===== config.mk =====
export PLATFORM = sky130hd
export DESIGN_NAME = cmp_share_ctrl
export DESIGN_NICKNAME = d
export VERILOG_FILES = /design/src/rtl/cmp_share_ctrl_pkg.sv /design/src/rtl/cmp_share_ctrl_cmp_core.sv /design/src/rtl/cmp_share_ctrl.sv
export SDC_FILE = /design/constraint.sdc
export NUM_CORES = 1
export LEC_CHECK = 0
export BUFFER_PORTS_ARGS = -buffer_cell sky130_fd_sc_hd__clkbuf_2
export CORE_ASPECT_RATIO = 1.5
export CORE_MARGIN = 2
export CORE_UTILIZATION = 25
export CTS_CLUSTER_DIAMETER = 200
export DETAILED_ROUTE_END_ITERATION = 16
export PLACE_DENSITY = 0.59
export SYNTH_ARGS = -nofsm -noshare
export SYNTH_HDL_FRONTEND = slang
export SYNTH_SLANG_ARGS = --single-unit

===== constraint.sdc =====
create_clock -name clk -period 1.7 [get_ports clk]
set_input_delay 0.255 -clock clk [delete_from_list [all_inputs] [get_ports clk]]
set_output_delay 0.255 -clock clk [all_outputs]
set_load 0.05 [all_outputs]

===== src/rtl/cmp_share_ctrl_pkg.sv =====
// Shared definitions for the comparator-sharing controller: FSM encoding,
// default sizing and the combinational helpers used by the top and the core.
package cmp_share_ctrl_pkg;

    // Controller states; the encoding is fixed so debug tooling can decode it.
    typedef enum logic [1:0] {
        ST_IDLE = 2'd0,
        ST_CMP  = 2'd1,
        ST_RESP = 2'd2
    } state_t;

    // Default sizing of the controller.
    localparam int NREQ_DEF  = 4;
    localparam int WIDTH_DEF = 3;

    // The rotating search is written for the largest supported requester
    // count; smaller configurations zero-extend their request vector.
    localparam int RR_MAX = 8;

    // Rotating first-one search: returns the index of the first set bit of
    // req when scanning ptr, ptr+1, ... with wrap modulo nreq. Returns 0 when
    // no bit is set (the caller only uses the result when req is non-zero).
    function automatic int rr_first(input logic [RR_MAX-1:0] req,
                                    input int               ptr,
                                    input int               nreq);
        logic       found;
        int         idx;
        int         win;
        logic [2:0] idx3;
        found = 1'b0;
        win   = 0;
        for (int i = 0; i < RR_MAX; i++) begin
            idx  = (ptr + i) % nreq;
            idx3 = idx[2:0];
            if ((i < nreq) && !found && req[idx3]) begin
                found = 1'b1;
                win   = idx;
            end else begin
                found = found;
            end
        end
        return win;
    endfunction

    // Full-adder cell: sum output.
    function automatic logic fa_sum(input logic a, input logic b, input logic ci);
        return a ^ b ^ ci;
    endfunction

    // Full-adder cell: carry output.
    function automatic logic fa_cout(input logic a, input logic b, input logic ci);
        return (a & b) | (ci & (a ^ b));
    endfunction

endpackage


===== src/rtl/cmp_share_ctrl_cmp_core.sv =====
// Shared unsigned magnitude comparator. Computes x + ~y + 1 with a ripple
// chain of full-adder cells; the carry-out tells x >= y, and the sum bits
// (x - y) tell equality, so no separate XOR tree is needed.
module cmp_core
    import cmp_share_ctrl_pkg::*;
#(
    parameter int WIDTH = WIDTH_DEF
) (
    input  logic [WIDTH-1:0] i_x,
    input  logic [WIDTH-1:0] i_y,
    output logic             o_gt,
    output logic             o_lt,
    output logic             o_eq
);

    logic [WIDTH:0]   w_carry;
    logic [WIDTH-1:0] w_sum;
    logic [WIDTH-1:0] w_ny;
    logic             w_nonzero;

    // Two's-complement subtraction: invert y and inject the +1 as carry-in.
    assign w_ny       = ~i_y;
    assign w_carry[0] = 1'b1;

    for (genvar g = 0; g < WIDTH; g++) begin : g_fa
        assign w_sum[g]     = fa_sum (i_x[g], w_ny[g], w_carry[g]);
        assign w_carry[g+1] = fa_cout(i_x[g], w_ny[g], w_carry[g]);
    end

    // Difference is zero only when x == y; carry-out clear means a borrow.
    assign w_nonzero = |w_sum;
    assign o_eq      = w_carry[WIDTH] & ~w_nonzero;
    assign o_gt      = w_carry[WIDTH] &  w_nonzero;
    assign o_lt      = ~w_carry[WIDTH];

endmodule


===== src/rtl/cmp_share_ctrl.sv =====
// Round-robin controller sharing one magnitude comparator between NREQ
// requesters. IDLE arbitrates and latches the winner's operands, CMP lets
// the comparator settle on the latched operands and registers the flags,
// RESP presents the tagged result for one cycle.
module cmp_share_ctrl
    import cmp_share_ctrl_pkg::*;
#(
    parameter int NREQ  = NREQ_DEF,
    parameter int WIDTH = WIDTH_DEF,
    parameter int IDW   = 2
) (
    input  logic                  clk,
    input  logic                  rst,
    input  logic [NREQ-1:0]       req,
    input  logic [NREQ*WIDTH-1:0] x_in,
    input  logic [NREQ*WIDTH-1:0] y_in,
    output logic [NREQ-1:0]       gnt,
    output logic                  busy,
    output logic                  rsp_valid,
    output logic [IDW-1:0]        rsp_id,
    output logic                  xgty,
    output logic                  xlty,
    output logic                  xeqy
);

    localparam logic [IDW-1:0]  LAST_ID  = IDW'(NREQ - 1);
    localparam logic [IDW-1:0]  ZERO_ID  = IDW'(0);
    localparam logic [IDW-1:0]  ONE_ID   = IDW'(1);
    localparam logic [NREQ-1:0] ZERO_GNT = NREQ'(0);
    localparam logic [NREQ-1:0] ONE_HOT0 = NREQ'(1);
    localparam logic [WIDTH-1:0] ZERO_OP = WIDTH'(0);

    // State and registered outputs.
    state_t           r_state;
    logic [IDW-1:0]   r_ptr;
    logic [IDW-1:0]   r_id;
    logic [WIDTH-1:0] r_x;
    logic [WIDTH-1:0] r_y;
    logic [NREQ-1:0]  r_gnt;
    logic             r_busy;
    logic             r_rsp_valid;
    logic [IDW-1:0]   r_rsp_id;
    logic             r_gt;
    logic             r_lt;
    logic             r_eq;

    // Arbitration and operand-selection nets.
    logic [IDW-1:0]   w_win;
    logic [IDW-1:0]   w_ptr_nxt;
    logic [WIDTH-1:0] w_x_sel;
    logic [WIDTH-1:0] w_y_sel;
    logic             w_gt;
    logic             w_lt;
    logic             w_eq;

    // Winner of the rotating search starting at the round-robin pointer.
    assign w_win = IDW'(rr_first(RR_MAX'(req), int'(r_ptr), NREQ));

    // Pointer moves just past the winner so it gets lowest priority next time.
    assign w_ptr_nxt = (w_win == LAST_ID) ? ZERO_ID : (w_win + ONE_ID);

    // AND-OR multiplexer picking the winner's operand slices.
    always_comb begin
        w_x_sel = ZERO_OP;
        w_y_sel = ZERO_OP;
        for (int i = 0; i < NREQ; i++) begin
            w_x_sel = w_x_sel | (x_in[i*WIDTH +: WIDTH] & {WIDTH{w_win == IDW'(i)}});
            w_y_sel = w_y_sel | (y_in[i*WIDTH +: WIDTH] & {WIDTH{w_win == IDW'(i)}});
        end
    end

    // The single shared comparator always looks at the latched operands, so
    // requester operand changes after capture cannot disturb the result.
    cmp_core #(
        .WIDTH (WIDTH)
    ) u_cmp_core (
        .i_x  (r_x),
        .i_y  (r_y),
        .o_gt (w_gt),
        .o_lt (w_lt),
        .o_eq (w_eq)
    );

    // Controller FSM: arbitration, operand capture, result registration.
    always_ff @(posedge clk or posedge rst) begin
        if (rst) begin
            r_state     <= ST_IDLE;
            r_ptr       <= ZERO_ID;
            r_id        <= ZERO_ID;
            r_x         <= ZERO_OP;
            r_y         <= ZERO_OP;
            r_gnt       <= ZERO_GNT;
            r_busy      <= 1'b0;
            r_rsp_valid <= 1'b0;
            r_rsp_id    <= ZERO_ID;
            r_gt        <= 1'b0;
            r_lt        <= 1'b0;
            r_eq        <= 1'b0;
        end else begin
            case (r_state)
                ST_IDLE: begin
                    r_rsp_valid <= 1'b0;
                    if (|req) begin
                        r_x     <= w_x_sel;
                        r_y     <= w_y_sel;
                        r_gnt   <= ONE_HOT0 << w_win;
                        r_id    <= w_win;
                        r_ptr   <= w_ptr_nxt;
                        r_busy  <= 1'b1;
                        r_state <= ST_CMP;
                    end else begin
                        r_gnt   <= ZERO_GNT;
                        r_busy  <= 1'b0;
                        r_state <= ST_IDLE;
                    end
                end
                ST_CMP: begin
                    r_gt        <= w_gt;
                    r_lt        <= w_lt;
                    r_eq        <= w_eq;
                    r_rsp_id    <= r_id;
                    r_rsp_valid <= 1'b1;
                    r_gnt       <= ZERO_GNT;
                    r_busy      <= 1'b1;
                    r_state     <= ST_RESP;
                end
                ST_RESP: begin
                    r_rsp_valid <= 1'b0;
                    r_gnt       <= ZERO_GNT;
                    r_busy      <= 1'b0;
                    r_state     <= ST_IDLE;
                end
                default: begin
                    r_rsp_valid <= 1'b0;
                    r_gnt       <= ZERO_GNT;
                    r_busy      <= 1'b0;
                    r_state     <= ST_IDLE;
                end
            endcase
        end
    end

    assign gnt       = r_gnt;
    assign busy      = r_busy;
    assign rsp_valid = r_rsp_valid;
    assign rsp_id    = r_rsp_id;
    assign xgty      = r_gt;
    assign xlty      = r_lt;
    assign xeqy      = r_eq;

endmodule


Word level (Yosys, flattened, before mapping)
Index checks and enable logic that the tools add are counted.
Storage, ports and cells
  register bits: 23
  input port bits: 30
  output and inout port bits: 11
  word-level logic and storage cells: 98
Cells by class
  $add $sub $neg: 4
  $lt $le $gt $ge: 4
  equal/unequal tests: 4
  shifts and indexed selects: 1
  multiplexer cells: 23
  bitwise logic cells: 36
  reduce and logical (&&, ||, !) cells: 14
Operator list (count)
  3-bit bitwise AND: 8
  3-bit bitwise OR: 6
  3-bit by 4-bit less-than comparator with 1-bit output (second input constant): 3
  1-bit two-way mux: 10
  2-bit two-way mux: 5
  1-bit binary-select mux with 3-bit select: 3
  4-bit two-way mux: 2
  1-bit bitwise AND: 7
  2-bit OR reduction: 3
  1-bit bitwise XOR: 5
  2-bit by 1-bit adder with 2-bit output (second input constant): 2
  2-bit adder (second input constant): 2
  2-bit by 1-bit == test with 1-bit output (second input constant): 2
  2-bit == test (second input constant): 2
  2-bit zero test: 2
  2-bit by 4-bit less-than comparator with 1-bit output (second input constant): 1
  2-bit one-hot mux with 2 select lines: 1
  4-bit OR reduction: 1
  1-bit by 2-bit << shifter with 4-bit output (first input constant): 1
  1-bit bitwise AND (first input constant): 3
  1-bit logical AND: 3
  1-bit zero test: 3
  1-bit inverter: 3
  3-bit inverter: 1
  5 further kinds: 7

Logic depth before layout (Yosys ltp)
Gate-level depths: netlist of the first run.
  word-level depth: 18
  mapped depth: 7

Hierarchy
A second synthesis of the first run with hierarchy kept.
Unflattened totals
  cell total of the unflattened synthesis: 98
  area, all modules: 1097.3 um^2
Modules (own cells, without submodules)
  cmp_share_ctrl: times used 1, cells each 90, area an instance 1017.2 um^2, seq. area each 550.5 um^2
  cmp_core: times used 1, cells each 8, area an instance 80.1 um^2, seq. area each 0.0 um^2

Worst setup path before layout of the first run
No wires, ideal clock.
  kind: register to register
  from: register r_x[0]
  to: register r_gt, in the netlist xgty
  library setup time: 0.121 ns
  arrival: 1.642 ns
  setup slack: -0.063 ns
  stages on the path, launching flop included: 7
  period minus slack after synthesis: 1.763 ns
  cell sequence: dfrtp_1 inv_1 ha_1 fa_1 fa_1 nand3_1 a22o_1
On the way
  word-level cells in the longest chain between the ends: 7
Ends and longest elaborated chain
  start, declared: line cmp_share_ctrl.sv:37  | logic [WIDTH-1:0] r_x;
  start signal, assigned: line cmp_share_ctrl.sv:104  | r_x <= w_x_sel;
  1-bit bitwise AND / 1-bit bitwise XOR (equally long branches): line cmp_share_ctrl_pkg.sv:52, cmp_share_ctrl_pkg.sv:47
  1-bit bitwise OR: line cmp_share_ctrl_pkg.sv:52  | return (a & b) | (ci & (a ^ b));
  1-bit bitwise AND: line cmp_share_ctrl_pkg.sv:52
  1-bit bitwise OR: line cmp_share_ctrl_pkg.sv:52
  1-bit bitwise XOR / 1-bit bitwise AND (equally long branches): line cmp_share_ctrl_pkg.sv:47, cmp_share_ctrl_pkg.sv:52
  3-bit OR reduction / 1-bit bitwise OR (equally long branches): line cmp_share_ctrl_cmp_core.sv:31, cmp_share_ctrl_pkg.sv:52
  1-bit bitwise AND *: line cmp_share_ctrl_cmp_core.sv:33  | assign o_gt = w_carry[WIDTH] & w_nonzero;
  end signal, assigned: line cmp_share_ctrl.sv:118  | r_gt <= w_gt;
  end, declared: line cmp_share_ctrl.sv:43  | logic r_gt;
Mark *: on every way between the ends. The rest lies on a longest branch, timed or not.
A chain may end at the register's enable or synchronous reset.

Worst setup path in the final report of the first run
  from: register r_y[0]
  to: register r_gt, in the netlist xgty
On the way
  word-level cells in the longest chain between the ends: 8
Ends and longest elaborated chain
  start, declared: line cmp_share_ctrl.sv:38  | logic [WIDTH-1:0] r_y;
  start signal, assigned: line cmp_share_ctrl.sv:105  | r_y <= w_y_sel;
  3-bit inverter *: line cmp_share_ctrl_cmp_core.sv:22  | assign w_ny = ~i_y;
  1-bit bitwise AND / 1-bit bitwise XOR (equally long branches): line cmp_share_ctrl_pkg.sv:52, cmp_share_ctrl_pkg.sv:47
  1-bit bitwise OR: line cmp_share_ctrl_pkg.sv:52
  1-bit bitwise AND: line cmp_share_ctrl_pkg.sv:52
  1-bit bitwise OR: line cmp_share_ctrl_pkg.sv:52
  1-bit bitwise XOR / 1-bit bitwise AND (equally long branches): line cmp_share_ctrl_pkg.sv:47, cmp_share_ctrl_pkg.sv:52
  3-bit OR reduction / 1-bit bitwise OR (equally long branches): line cmp_share_ctrl_cmp_core.sv:31, cmp_share_ctrl_pkg.sv:52
  1-bit bitwise AND *: line cmp_share_ctrl_cmp_core.sv:33
Marks and branches as above.

==> flow_summary.json, run 1 <==
{
  "status": "finished, violations left",
  "violations": "negative setup slack",
  "post_drt_wl_per_cell_um": 13.3,
  "wirelength_um": 2630,
  "synth_flop_cell": "dfrtp_1",
  "syn_avg_cell_area_um2": 11.0,
  "synthArstFlopShare": 1.00,
  "hold_viol": 0,
  "fin_worst_skew_ns": 0.00253,
  "boundaryPins": 41,
  "fin_area_um2": 1610,
  "yosys-top-cells-area": "dfrtp_1, a22oi_1, ha_1",
  "clk_pin_slew_ns": 0.08,
  "antenna_found_initial": 0,
  "synth_top_cell_area_share": 0.502,
  "syn_area_um2": 1100,
  "synth_warnings": 0,
  "synth_nets": 137,
  "die_h_um": 85.1,
  "crit_type": "register to register",
  "cpMaxStageDelayCell": "fa_1",
  "r2r-end": "xgty$_DFFE_PP0P_",
  "yosys.area_share.simple": 0.114,
  "placed_area_um2": 1380,
  "final_net_count": 190,
  "power_mw": 3.11,
  "synth-xor-area-share": 0,
  "dpl.hpwl_um": 2050,
  "ys_types": 27,
  "viasPerCell": 4.84,
  "setup_viol": 3,
  "clock_path_buffers": 2,
  "maxCapViolations": 0,
  "die_area_um2": 4950,
  "synth_seq_cells": 22,
  "endpoint_kind": "register",
  "reg2reg_slack_ns": -0.06,
  "synthCells": 100,
  "irDropWorstVdd_mv": 0.804,
  "drt_iter0_markers": 12,
  "drcViolationCount": 0,
  "hold_slack_ns": 0.127,
  "grt_pass1_vias": 932,
  "synth_top_family_by_area": "compound AO/OA/AOI/OAI gates",
  "cp.arrival_ns": 1.92,
  "power.density_nw_per_um2": 1940,
  "finalMaxSlewViolations": 0,
  "hold_path.class": "input pin to async pin",
  "io_buffer_count": 40,
  "insertion_delay_ns": 0.26,
  "grt_usage": 0.110,
  "grt_max_degree": 23,
  "grt_setup_unrepaired": "true",
  "cts_made_buffers": 3,
  "coreArea_um2": 4210,
  "muxShareOfSynthArea": 0.0445,
  "htree_levels": 1,
  "synthMostInstantiatedCell": "dfrtp_1",
  "final_layout_size_suffix_gt1_frac": 0.579,
  "grt.overflow.total": 0,
  "initial_core_util": 0.261,
  "synth.largest_area_cell": "dfrtp_1",
  "die_x_um": 58.1,
  "clock_sinks": 22,
  "path_cells": "ha_2 > fa_2 > fa_1 > nand3_2 > a22o_1",
  "synth_edf_count": 0,
  "tightest_slew_ns": 0.818,
  "cp-start-kind": "register",
  "dr.pass1.iters": 5,
  "max_slew_margin": 0.454,
  "cp_max_fo": 2,
  "place.gp.congestion": 0.681,
  "antenna_violating_nets_post_route": 0,
  "fmax_ghz": 0.567,
  "yosysSeqAreaShare": 0.502,
  "rows": 29,
  "synth_compound_area_frac": 0.178,
  "required_ns": 1.85,
  "fin_crit_sh": 1.04,
  "leakage_nw": 0.768,
  "fillCellCount": 426,
  "period_minus_slack_ns": 1.76,
  "synthAdderAreaFrac": 0.0935,
  "synthTopCellsByCount": "dfrtp_1, a22oi_1, inv_1",
  "areaGrowthSynthToFinish_pct": 46.3,
  "slowest_delay_ns": 0.50,
  "rr_worst_depth": 5,
  "diodes": 0,
  "root_buffer": "clkbuf_8",
  "cts_tree": "yes",
  "reg2reg_from": "r_y[0]$_DFFE_PP0P_",
  "vias": 959,
  "setup_slack_ns": -0.0623,
  "grt_pass1_wl_um": 4130
}
-- cell families (layout without fill, tap and decap cells) --
| group | Yosys count | after routing |
|---|---|---|
| compound gates | 28 | 28 |
| simple gates | 25 | 25 |
| flops | 22 | 22 |
| buf+inv | 14 | 66 |
| fa+ha+maj | 7 | 7 |
| mux | 4 | 4 |
-- sequential cells by signal, indices dropped and copies added, names as in the netlist --
| register | count |
|---|---|
| r_ptr | 2 |
| busy | 1 |
| gnt | 4 |
| rsp_valid | 1 |
| xgty | 1 |
| rsp_id | 2 |
| r_state | 1 |
| xeqy | 1 |
| r_y | 3 |
| r_x | 3 |
| r_id | 2 |
| xlty | 1 |
-- critical path, delay by kind of cell, from the launching register on --
kind                     cells  cell delay, ns
AND/OR/NAND/NOR              1            0.07
AO/OA/AOI/OAI                1            0.18
flip-flops                   1            0.39
adder cells (fa/ha/maj)      3            1.01
-- stage by stage --
| stage | utilization | std cells | TNS, ns | setup WS (ns) |
|---|---|---|---|---|
| final | 0.381 | 198 | -0.104 | -0.0623 |
| after global routing | 0.381 | 198 | -0.592 | -0.126 |
| after CTS | 0.349 | 195 | -0.120 | -0.0595 |
| after detailed placement | 0.329 | 190 | -0.747 | -0.108 |
| after global placement | 0.329 | 190 | -0.141 | -0.0416 |
| after floorplan | - | 100 | -0.0233 | -0.0233 |
-- report_power, final --
group,switching (mW),leakage (nW),internal (mW)
sequential,0.140,0.268,0.764
clock,0.164,0.0288,0.206
combinational,1.09,0.472,0.748
-- layer usage --
layer / share of wire / vias to the layer above / GRT usage
met3: 0.056 / 7 / 0.0168
li1: - / 457 / -
met2: 0.55 / 35 / 0.196
met5: 0 / - / 0
met4: 0.032 / 0 / 0.0761
met1: 0.36 / 460 / 0.113
-- cell type report --
type / count / area (um^2) / area share
clock buffer: 4 / 55.1 / 0.0343
inverter: 11 / 48.8 / 0.0304
multi-input combinational: 64 / 609 / 0.380
sequential: 22 / 552 / 0.344
tap: 46 / 57.6 / 0.0359
timing repair buffer: 51 / 283 / 0.176
-- timing repair --
action,CTS,global route
hold endpoints to repair,0,0
setup endpoints to repair,9,9
pin swaps,0,14
gates resized for setup,7,22
hold buffers,0,0
setup buffers,1,3
-- layout by cell type, fill, tap and decap left out, types with 2 or more instances in the layout --
| cell type | instances |
|---|---|
| nor2_1 | 8 |
| ha_4 | 4 |
| a31oi_1 | 6 |
| o21ai_0 | 2 |
| a22oi_2 | 12 |
| nand2_1 | 6 |
| inv_1 | 8 |
| dfrtp_1 | 21 |
| buf_4 | 11 |
| and2_1 | 4 |
| mux2_2 | 3 |
| clkbuf_2 | 40 |
| inv_2 | 2 |
| clkbuf_8 | 4 |
-- worst max path at each step --
stage	start	endpoint	slack [ns]	cells after the start
2_1_floorplan	r_x[0]$_DFFE_PP0P_	xgty$_DFFE_PP0P_	-0.02	6
3_3_place_gp	r_x[0]$_DFFE_PP0P_	xgty$_DFFE_PP0P_	-0.04	6
3_5_place_dp	req[0]	r_y[0]$_DFFE_PP0P_	-0.11	8
4_1_cts	r_y[0]$_DFFE_PP0P_	xeqy$_DFFE_PP0P_	-0.06	5
5_1_grt	r_x[0]$_DFFE_PP0P_	xgty$_DFFE_PP0P_	-0.13	6
6_report	r_y[0]$_DFFE_PP0P_	xgty$_DFFE_PP0P_	-0.06	5
Note: power is estimated with default switching activity, not from simulation.
==> run 2, diff against run 1 <==
--- a/config.mk
+++ b/config.mk
@@ -12,6 +12,7 @@
 export CTS_CLUSTER_DIAMETER = 200
 export DETAILED_ROUTE_END_ITERATION = 16
 export PLACE_DENSITY = 0.59
+export RECOVER_POWER = 50
 export SYNTH_ARGS = -nofsm -noshare
 export SYNTH_HDL_FRONTEND = slang
 export SYNTH_SLANG_ARGS = --single-unit
==> flow_summary.json, run 2 (synthesis gave the netlist of run 1 again) <==
{
  "setup_slack_ns": -0.0690,
  "fillCellCount": 425,
  "busiest_layer": "met2",
  "die_area_um2": 4950,
  "rr_worst_depth": 5,
  "switching_share": 0.448,
  "multi_input_area_um2": 603,
  "grt_pass1_wl_um": 4130,
  "cp-start-kind": "register",
  "areaGrowthSynthToFinish_pct": 45.7,
  "cpMaxStageDelayCell": "fa_1",
  "postCtsHoldBufs": 0,
  "dr.pass1.iters": 4,
  "die_x_um": 58.1,
  "pwr-share-clk": 0.119,
  "clock_path_buffers": 2,
  "boundaryPins": 41,
  "required_ns": 1.85,
  "cts_tree": "yes",
  "htree_levels": 1,
  "cp.arrival_ns": 1.92,
  "final_common_cell": "clkbuf_2",
  "use_met3": 0.0168,
  "insertion_delay_ns": 0.26,
  "initial_core_util": 0.261,
  "hold_viol": 0,
  "tightest_slew_ns": 0.838,
  "final_net_count": 190,
  "hold_path.class": "input pin to async pin",
  "die_h_um": 85.1,
  "grt_max_degree": 23,
  "grt_pass1_vias": 932,
  "maxCapViolations": 0,
  "max_slew_margin": 0.441,
  "viasPerCell": 4.76,
  "place.gp.congestion": 0.681,
  "fmax_ghz": 0.565,
  "fin_crit_sh": 1.04,
  "clock_sinks": 22,
  "cts_made_buffers": 3,
  "drt_iter0_markers": 10,
  "reg2reg_slack_ns": -0.07,
  "clk_pin_slew_ns": 0.08,
  "r2r-end": "xgty$_DFFE_PP0P_",
  "placed_area_um2": 1380,
  "wirelength_um": 2630,
  "final_layout_size_suffix_gt1_frac": 0.572,
  "coreArea_um2": 4210,
  "violations": "negative setup slack",
  "grt_util_met2": 0.196,
  "path_cells": "ha_2 > fa_2 > fa_1 > nand3_2 > a22o_1",
  "regArea_um2": 552,
  "largest_reg_flops": 4,
  "seqPwrFrac": 0.291,
  "reg2reg_from": "r_y[0]$_DFFE_PP0P_",
  "p_sw_mw": 1.39,
  "most-common-layout-cells": "clkbuf_2, dfrtp_1, a22oi_2",
  "combinationalPowerShare": 0.591,
  "power.density_nw_per_um2": 1950,
  "slowest_delay_ns": 0.50,
  "intPower_mw": 1.72,
  "dpl.hpwl_um": 2050,
  "cp_max_fo": 2,
  "diodes": 0,
  "period_minus_slack_ns": 1.77,
  "crit_type": "register to register",
  "drcViolationCount": 0,
  "grt_setup_unrepaired": "true",
  "fin_area_um2": 1600,
  "leakage_nw": 0.768,
  "critical-path-top-delay-family": "adder cells",
  "post_drt_wl_per_cell_um": 13.3,
  "status": "finished, violations left",
  "endpoint_kind": "register",
  "fin_worst_skew_ns": 0.000862,
  "rows": 29,
  "setup_viol": 3,
  "grt_usage": 0.110,
  "io_buffer_count": 40,
  "antenna_found_initial": 0,
  "antenna_violating_nets_post_route": 0,
  "met1_usage": 0.113,
  "grt.overflow.total": 0,
  "irDropWorstVdd_mv": 0.801,
  "root_buffer": "clkbuf_8",
  "fin_util": 0.380,
  "cp_num_buf_inv": 0,
  "vias": 942,
  "finalMaxSlewViolations": 0
}
run 2: cell count changes in the layout (fill, tap and decap cells not counted):
cell / delta
nor4_1: +1
nor4_2: -1
run 2: power by group through the flow:
stage	Combinational (mW)	Clock, mW	Sequential (mW)
after detailed placement	1.53	0	0.916
after global placement	1.47	0	0.900
after global routing	2.01	0.405	0.936
after floorplan	0.835	0	1.23
after CTS	1.61	0.378	0.905
final	1.84	0.369	0.905
run 2: routing by layer:
| layer | wire [um] | vias to the layer above |
|---|---|---|
| met4 | 85 | 0 |
| met1 | 996 | 451 |
| li1 | - | 457 |
| met3 | 123 | 7 |
| met2 | 1420 | 27 |
| met5 | 0 | - |
run 2: what timing repair did:
| action | CTS | global route |
|---|---|---|
| setup endpoints to repair | 9 | 9 |
| hold endpoints to repair | 0 | 0 |
| resized for setup | 7 | 22 |
| buffers inserted | 1 | 3 |
| pin swaps | 0 | 14 |
run 2: final cells by class:
class                           count  area share
Multi-Input combinational cell     64       0.377
Sequential cell                    22       0.345
Timing Repair Buffer               51       0.177
Tap cell                           46      0.0360
Clock buffer                        4      0.0344
Inverter                           11      0.0305
run 2: how the worst max path moves through the flow:
| stage | slack (ns) | start | end | depth (start not counted) |
|---|---|---|---|---|
| 6_report | -0.07 | r_y[0]$_DFFE_PP0P_ | xgty$_DFFE_PP0P_ | 5 |
| 5_1_grt | -0.13 | r_x[0]$_DFFE_PP0P_ | xgty$_DFFE_PP0P_ | 6 |
| 4_1_cts | -0.06 | r_y[0]$_DFFE_PP0P_ | xeqy$_DFFE_PP0P_ | 5 |
| 3_5_place_dp | -0.11 | req[0] | r_y[0]$_DFFE_PP0P_ | 8 |
| 3_3_place_gp | -0.04 | r_x[0]$_DFFE_PP0P_ | xgty$_DFFE_PP0P_ | 6 |
| 2_1_floorplan | -0.02 | r_x[0]$_DFFE_PP0P_ | xgty$_DFFE_PP0P_ | 6 |
run 2: through the flow:
stage / power (mW) / cells / setup WS [ns] / hold slack, ns / setup TNS (ns)
2_1_floorplan: 2.07 / 100 / -0.0233 / 0.244 / -0.0233
3_5_place_dp: 2.45 / 190 / -0.108 / 0.438 / -0.747
3_3_place_gp: 2.37 / 190 / -0.0416 / 0.428 / -0.141
6_report: 3.11 / 198 / -0.0690 / 0.135 / -0.125
4_1_cts: 2.90 / 195 / -0.0595 / 0.156 / -0.120
5_1_grt: 3.35 / 198 / -0.126 / 0.200 / -0.592
